[src/rtl/mult_share_arb_pkg.sv]
// rtl/mult_share_arb_pkg.sv - shared defaults and requester IDs for the multiplier arbiter
package mult_arb_pkg;

  localparam int NREQ_DEF = 3;
  localparam int A_W_DEF  = 16;
  localparam int B_W_DEF  = 28;
  localparam int LAT_DEF  = 2;

  typedef enum logic [1:0] {
    REQ_DET = 2'd0,
    REQ_QKV = 2'd1,
    REQ_ATT = 2'd2
  } req_id_e;

  // Tag width for a requester index; a single requester still needs one bit.
  function automatic int id_w(input int n);
    return (n > 1) ? $clog2(n) : 1;
  endfunction

endpackage

[src/rtl/mult_share_arb_if.sv]
// rtl/mult_share_arb_if.sv - request/response bus between requesters and the shared multiplier
interface mult_share_arb_if
  import mult_arb_pkg::*;
#(
  parameter int NREQ = NREQ_DEF,
  parameter int A_W  = A_W_DEF,
  parameter int B_W  = B_W_DEF
);

  logic [NREQ-1:0]       req_valid;
  logic [NREQ*A_W-1:0]   req_a;
  logic [NREQ*B_W-1:0]   req_b;
  logic [NREQ-1:0]       req_ready;
  logic [NREQ-1:0]       rsp_valid;
  logic [A_W+B_W-1:0]    rsp_z;
  logic                  busy;

  modport master (
    output req_valid, req_a, req_b,
    input  req_ready, rsp_valid, rsp_z, busy
  );

  modport slave (
    input  req_valid, req_a, req_b,
    output req_ready, rsp_valid, rsp_z, busy
  );

endinterface

[src/rtl/mult_share_arb_pipe.sv]
// rtl/mult_share_arb_pipe.sv - mult_pipe: LAT-stage signed multiplier carrying valid and requester tag
module mult_pipe #(
  parameter int A_W = 16,
  parameter int B_W = 28,
  parameter int LAT = 2,
  parameter int IDW = 2
) (
  input  logic                      clk,
  input  logic                      rst_n,
  input  logic                      i_clr,
  input  logic                      i_valid,
  input  logic [IDW-1:0]            i_id,
  input  logic signed [A_W-1:0]     i_a,
  input  logic signed [B_W-1:0]     i_b,
  output logic                      o_valid,
  output logic [IDW-1:0]            o_id,
  output logic signed [A_W+B_W-1:0] o_z,
  output logic                      o_busy
);

  localparam int Z_W = A_W + B_W;

  logic [LAT-1:0]          r_vld;
  logic [IDW-1:0]          r_id [LAT];
  logic signed [Z_W-1:0]   r_z  [LAT];
  logic signed [Z_W-1:0]   w_prod;

  assign w_prod = Z_W'(i_a) * Z_W'(i_b);

  // Product registers hold zero whenever their stage is empty, so o_z is 0 without a valid.
  always_ff @(posedge clk or negedge rst_n) begin
    if (!rst_n) begin
      r_vld <= '0;
      for (int i = 0; i < LAT; i++) begin
        r_id[i] <= '0;
        r_z[i]  <= '0;
      end
    end else if (i_clr) begin
      r_vld <= '0;
      for (int i = 0; i < LAT; i++) begin
        r_id[i] <= '0;
        r_z[i]  <= '0;
      end
    end else begin
      r_vld[0] <= i_valid;
      r_id[0]  <= i_valid ? i_id : '0;
      r_z[0]   <= i_valid ? w_prod : '0;
      for (int i = 1; i < LAT; i++) begin
        r_vld[i] <= r_vld[i-1];
        r_id[i]  <= r_id[i-1];
        r_z[i]   <= r_z[i-1];
      end
    end
  end

  assign o_valid = r_vld[LAT-1];
  assign o_id    = r_id[LAT-1];
  assign o_z     = r_z[LAT-1];
  assign o_busy  = |r_vld;

endmodule

[src/rtl/mult_share_arb.sv]
// rtl/mult_share_arb.sv - round-robin arbiter sharing one pipelined multiplier; MULT_ARB_PRIO0_EN gives requester 0 strict priority
module mult_share_arb
  import mult_arb_pkg::*;
#(
  parameter int NREQ = NREQ_DEF,
  parameter int A_W  = A_W_DEF,
  parameter int B_W  = B_W_DEF,
  parameter int LAT  = LAT_DEF
) (
  input  logic           clk,
  input  logic           rst_n,
  input  logic           sync_clr,
  mult_share_arb_if.slave bus
);

  localparam int IDW = id_w(NREQ);

`ifdef MULT_ARB_PRIO0_EN
  localparam bit PRIO0 = 1'b1;
`else
  localparam bit PRIO0 = 1'b0;
`endif

  logic [IDW-1:0]            r_rr_ptr;
  logic [NREQ-1:0]           w_grant;
  logic [IDW-1:0]            w_gid;
  logic                      w_gnt_any;
  logic                      w_accept;
  logic signed [A_W-1:0]     w_a;
  logic signed [B_W-1:0]     w_b;
  logic                      w_pipe_vld;
  logic [IDW-1:0]            w_pipe_id;
  logic signed [A_W+B_W-1:0] w_pipe_z;
  logic                      w_busy;

  // Search starts at r_rr_ptr; with priority enabled requester 0 bypasses the rotation.
  always_comb begin
    int idx;
    idx       = 0;
    w_grant   = '0;
    w_gid     = '0;
    w_gnt_any = 1'b0;
    if (PRIO0 && bus.req_valid[REQ_DET]) begin
      w_gnt_any = 1'b1;
      w_gid     = '0;
    end else begin
      for (int k = 0; k < NREQ; k++) begin
        idx = int'(r_rr_ptr) + k;
        if (idx >= NREQ) idx = idx - NREQ;
        if (!w_gnt_any && bus.req_valid[idx] && !(PRIO0 && idx == int'(REQ_DET))) begin
          w_gnt_any = 1'b1;
          w_gid     = IDW'(idx);
        end
      end
    end
    if (w_gnt_any) w_grant[w_gid] = 1'b1;
  end

  assign w_accept      = w_gnt_any && rst_n && !sync_clr;
  assign bus.req_ready = w_accept ? w_grant : '0;
  assign w_a           = bus.req_a[int'(w_gid)*A_W +: A_W];
  assign w_b           = bus.req_b[int'(w_gid)*B_W +: B_W];

  always_ff @(posedge clk or negedge rst_n) begin
    if (!rst_n) begin
      r_rr_ptr <= '0;
    end else if (sync_clr) begin
      r_rr_ptr <= '0;
    end else if (w_accept) begin
      r_rr_ptr <= (w_gid == IDW'(NREQ-1)) ? '0 : w_gid + 1'b1;
    end
  end

  mult_pipe #(
    .A_W (A_W),
    .B_W (B_W),
    .LAT (LAT),
    .IDW (IDW)
  ) u_pipe (
    .clk     (clk),
    .rst_n   (rst_n),
    .i_clr   (sync_clr),
    .i_valid (w_accept),
    .i_id    (w_gid),
    .i_a     (w_a),
    .i_b     (w_b),
    .o_valid (w_pipe_vld),
    .o_id    (w_pipe_id),
    .o_z     (w_pipe_z),
    .o_busy  (w_busy)
  );

  always_comb begin
    bus.rsp_valid = '0;
    for (int i = 0; i < NREQ; i++) begin
      bus.rsp_valid[i] = w_pipe_vld && (w_pipe_id == IDW'(i));
    end
  end

  assign bus.rsp_z = w_pipe_z;
  assign bus.busy  = w_busy;

endmodule

[src/flat_wrapper.sv]
// flat-port wrapper written by rule: the top's interface ports become plain ports
module mult_share_arb_flat import mult_arb_pkg::*;
#(
  parameter int NREQ = NREQ_DEF,
  parameter int A_W  = A_W_DEF,
  parameter int B_W  = B_W_DEF,
  parameter int LAT  = LAT_DEF
)
  (clk, rst_n, sync_clr, bus_req_valid, bus_req_a, bus_req_b, bus_req_ready, bus_rsp_valid, bus_rsp_z, bus_busy);
  mult_share_arb_if #(.NREQ(NREQ), .A_W(A_W), .B_W(B_W)) bus_i ();
  input  logic clk;
  input  logic rst_n;
  input  logic sync_clr;
  input wire logic [$bits(bus_i.req_valid)-1:0] bus_req_valid;
  input wire logic [$bits(bus_i.req_a)-1:0] bus_req_a;
  input wire logic [$bits(bus_i.req_b)-1:0] bus_req_b;
  output wire logic [$bits(bus_i.req_ready)-1:0] bus_req_ready;
  output wire logic [$bits(bus_i.rsp_valid)-1:0] bus_rsp_valid;
  output wire logic [$bits(bus_i.rsp_z)-1:0] bus_rsp_z;
  output wire logic [$bits(bus_i.busy)-1:0] bus_busy;
  assign bus_i.req_valid = bus_req_valid;
  assign bus_i.req_a = bus_req_a;
  assign bus_i.req_b = bus_req_b;
  assign bus_req_ready = bus_i.req_ready;
  assign bus_rsp_valid = bus_i.rsp_valid;
  assign bus_rsp_z = bus_i.rsp_z;
  assign bus_busy = bus_i.busy;
  mult_share_arb #(.NREQ(NREQ), .A_W(A_W), .B_W(B_W), .LAT(LAT)) u_core (.clk(clk), .rst_n(rst_n), .sync_clr(sync_clr), .bus(bus_i));
endmodule
[config.mk]
export PLATFORM = sky130hd
export DESIGN_NAME = mult_share_arb_flat
export DESIGN_NICKNAME = d
export VERILOG_FILES = /design/src/rtl/mult_share_arb_pkg.sv /design/src/rtl/mult_share_arb_if.sv /design/src/rtl/mult_share_arb_pipe.sv /design/src/rtl/mult_share_arb.sv /design/src/flat_wrapper.sv
export SDC_FILE = /design/constraint.sdc
export NUM_CORES = 1
export LEC_CHECK = 0
export BUFFER_PORTS_ARGS = -buffer_cell sky130_fd_sc_hd__buf_2
export CAP_MARGIN = 10
export CORE_MARGIN = 8
export CORE_UTILIZATION = 55
export CTS_CLUSTER_SIZE = 12
export DETAILED_ROUTE_END_ITERATION = 8
export PLACE_DENSITY = 0.8
export SLEW_MARGIN = 20
export SYNTH_ARGS = -nofsm -noshare
export SYNTH_HDL_FRONTEND = slang
export SYNTH_SLANG_ARGS = --single-unit
[constraint.sdc]
create_clock -name clk -period 14.9 [get_ports clk]
set_clock_uncertainty 0.05 [all_clocks]
set_input_delay 1.49 -clock clk [delete_from_list [all_inputs] [get_ports clk]]
set_output_delay 1.49 -clock clk [all_outputs]
set_load 0.1 [all_outputs]
==> impl_metrics.csv <==
group,metric,value,unit
floorplanning,die_y,210,um
logic_synthesis,syn-num-nets,2913,
floorplanning,core_region_area,37400,um^2
global_route,busiest_layer,"met2",
sta,tightest_slew,1080,ps
final_layout,drive_gt1_share,12.2,%
detailed_routing,vias,15813,
logic_synthesis,avgSynthCellArea,9.30,um^2
min_path,hp-start,"u_core.u_pipe.r_z[46]$_DFF_PN0_",
floorplanning,die_area,44300,um^2
clocking,cts_buffers,9,
sta,period_minus_slack,10950,ps
critical_path,cp_slowest_cell,"a22oi_4",
logic_synthesis,syn_area,20800,um^2
logic_synthesis,yosys.area.top_type,"fa_1",
detailed_routing,drc_errors,0,
detailed_routing,drt_iter0_markers,1109,
sta,hold_viol,0,
critical_path,crit_required,15060,ps
global_route,grtUsageMet1,29.1,%
min_path,min_path_cells,1,
sta,rsz0062_at_grt,"false",
global_route,grt_start_max_net_pins,76,
critical_path,r2r_end,"u_core.u_pipe.r_z[84]$_DFF_PN0_",
critical_path,crit_top_cell,"fa_1",
min_path,hp-class,"flop to flop",
critical_path,regToRegSetupSlack,4400,ps
critical_path,critPathMaxFanout,56,
floorplanning,io_pins,189,
min_path,min_to,"u_core.u_pipe.o_z[2]$_DFF_PN0_",
final_layout,syn_to_final_growth,6.62,%
clocking,cts_tree,"built",
global_route,grt_pass1_vias,16997,
final_layout,layout_common_cells,"500 x inv_1, 430 x fa_1, 273 x nand2_1",
sta,finalSetupViolations,0,
logic_synthesis,synth-edff-count,0,
global_route,grt_pass1_wl,88400,um
critical_path,crit_arrival,11110,ps
clocking,clock-sinks,96,
place,dpl.hpwl,45400,um
detailed_routing,wl_per_cell,19.3,um
final_layout,fill_cells,3234,
global_route,antenna_found_initial,1,
sta,whs,410,ps
clocking,htree_levels,3,
sta,relSlewSlack,27.8,%
logic_synthesis,ys.flop_type,"dfrtp_1",
floorplanning,row_count,71,
clocking,root_buffer,"clkbuf_16",
detailed_routing,postRouteAntennaNets,0,
global_route,gr-usage-met3,4.35,%
critical_path,startpoint,"bus_req_valid[0]",
critical_path,r2r_cells,31,
logic_synthesis,synthArstFlopShare,100,%
logic_synthesis,synth-seq-cells,96,
clocking,postCtsSetupRepairBufs,0,
detailed_routing,vias_per_cell,5.55,
critical_path,worstSetupPathType,"primary input to flop",
sta,tns,0,ps
logic_synthesis,yosys-top-cells-area,"fa_1 41%, dfrtp_1 12%, inv_1 9.0%",
clocking,postCtsResizedCells,0,
critical_path,path_buf_inv,6,
logic_synthesis,synthDistinctLibCells,65,
global_route,track_usage,25.4,%
logic_synthesis,yosys.area.top_type_share,41.4,%
global_route,overflow,0,
detailed_routing,wl,55000,um
status,status,"finished clean",
logic_synthesis,synthCells,2235,
sta,fmax,91.3,MHz
place,routabilityCongestion,0.949,
clocking,insertion_delay,340,ps
floorplanning,start_util,55.6,%
final_layout,fin_nets,3010,
critical_path,critPathMaxStageDelay,860,ps
detailed_routing,dr.pass1.iters,5,
clocking,clk_pin_slew,70,ps
logic_synthesis,ys_warn_count,0,
critical_path,start_kind,"primary input",
place,io_buffers,188,
sta,final.period_utilization,73.5,%
critical_path,r2r_start,"u_core.r_rr_ptr[1]$_DFFE_PN0P_",
clocking,clock_path_buffers,2,
floorplanning,die_x,210,um
final_layout,final_common_cell,"inv_1",
final_layout,fin_util,59.2,%
clocking,hold_buffers,0,
sta,slew_viol_final,0,
place,placedCellCount,2832,
final_layout,fin_cells,2848,
critical_path,cp-end-kind,"flop",
flow_run,maxCapViolCount,0,
critical_path,critPathTopFamily,"compound AO/OA/AOI/OAI gates",
logic_synthesis,yosysSeqAreaShare,11.6,%
global_route,grt_use_met2,44.0,%
-- cells by family after synthesis --
family          after synthesis  synth area share (%)
compound gates              223                  9.82
xor+xnor                     43                  1.81
fa+ha+maj                   540                  48.1
buf+inv                     628                  12.8
flops                        96                  11.6
mux                          48                  2.32
simple gates                657                  13.6
-- Yosys cell counts (all sizes together) (3+ instances only) --
library cell and n:
inv 501, fa 430, nand2 273, nor2 239, ha 110, buf 103, dfrtp 96, nor2b 55
mux2i 47, a21oi 46, o2bb2ai 42, a2bb2oi 37, and2 29, o21ai 26, clkbuf 24, xnor2 23
a21o 21, xor2 20, nor3 12, nand2b 11, and3 8, a211oi 7, o211ai 7, a31oi 6
nand3 6, nand4 5, o21a 5, a211o 4, or2 4, a21boi 3, a22oi 3, and3b 3
nand3b 3, o21bai 3, or3b 3
-- worst max-delay path by stage --
stage	depth (start not counted)	slack [ps]	end
6_report	30	3950	u_core.u_pipe.r_z[84]$_DFF_PN0_
5_1_grt	30	3470	u_core.u_pipe.r_z[80]$_DFF_PN0_
4_1_cts	30	4160	u_core.u_pipe.r_z[84]$_DFF_PN0_
3_5_place_dp	30	3820	u_core.u_pipe.r_z[84]$_DFF_PN0_
3_3_place_gp	29	3990	u_core.u_pipe.r_z[84]$_DFF_PN0_
2_1_floorplan	32	6050	u_core.u_pipe.r_z[79]$_DFF_PN0_
-- layer usage --
layer | wire length [um] | up-vias
met1 | 18800 | 7921
met2 | 27800 | 772
li1 | - | 6862
met5 | 0 | -
met4 | 4180 | 0
met3 | 4270 | 258
-- layout make-up --
cell class	instances	area [um^2]	area share, %
Clock buffer	9	225	1.02
Tap cell	511	639	2.89
Timing Repair Buffer	213	1130	5.11
Multi-Input combinational cell	1511	15800	71.2
Clock inverter	6	93.8	0.424
Inverter	501	1880	8.49
Antenna cell	1	2.50	0.0113
Sequential cell	96	2400	10.8
-- stage by stage --
step,instance area [um^2],setup slack (ps)
6_report,22200,3950
5_1_grt,22200,3470
4_1_cts,22100,4160
3_5_place_dp,21800,3820
3_3_place_gp,21800,3990
2_1_floorplan,20800,6050
-- sequential cells by signal, summed over array words and instances (netlist names) --
signal	cells
u_core.u_pipe.o_id	2
u_core.u_pipe.o_z	44
u_core.u_pipe.r_id	2
u_core.u_pipe.r_z	44
u_core.r_rr_ptr	2
u_core.u_pipe.r_vld	2
Power is left out: the tool's default activity adds up to more than one toggle a clock period on the data nets, which glitch-free logic cannot reach.
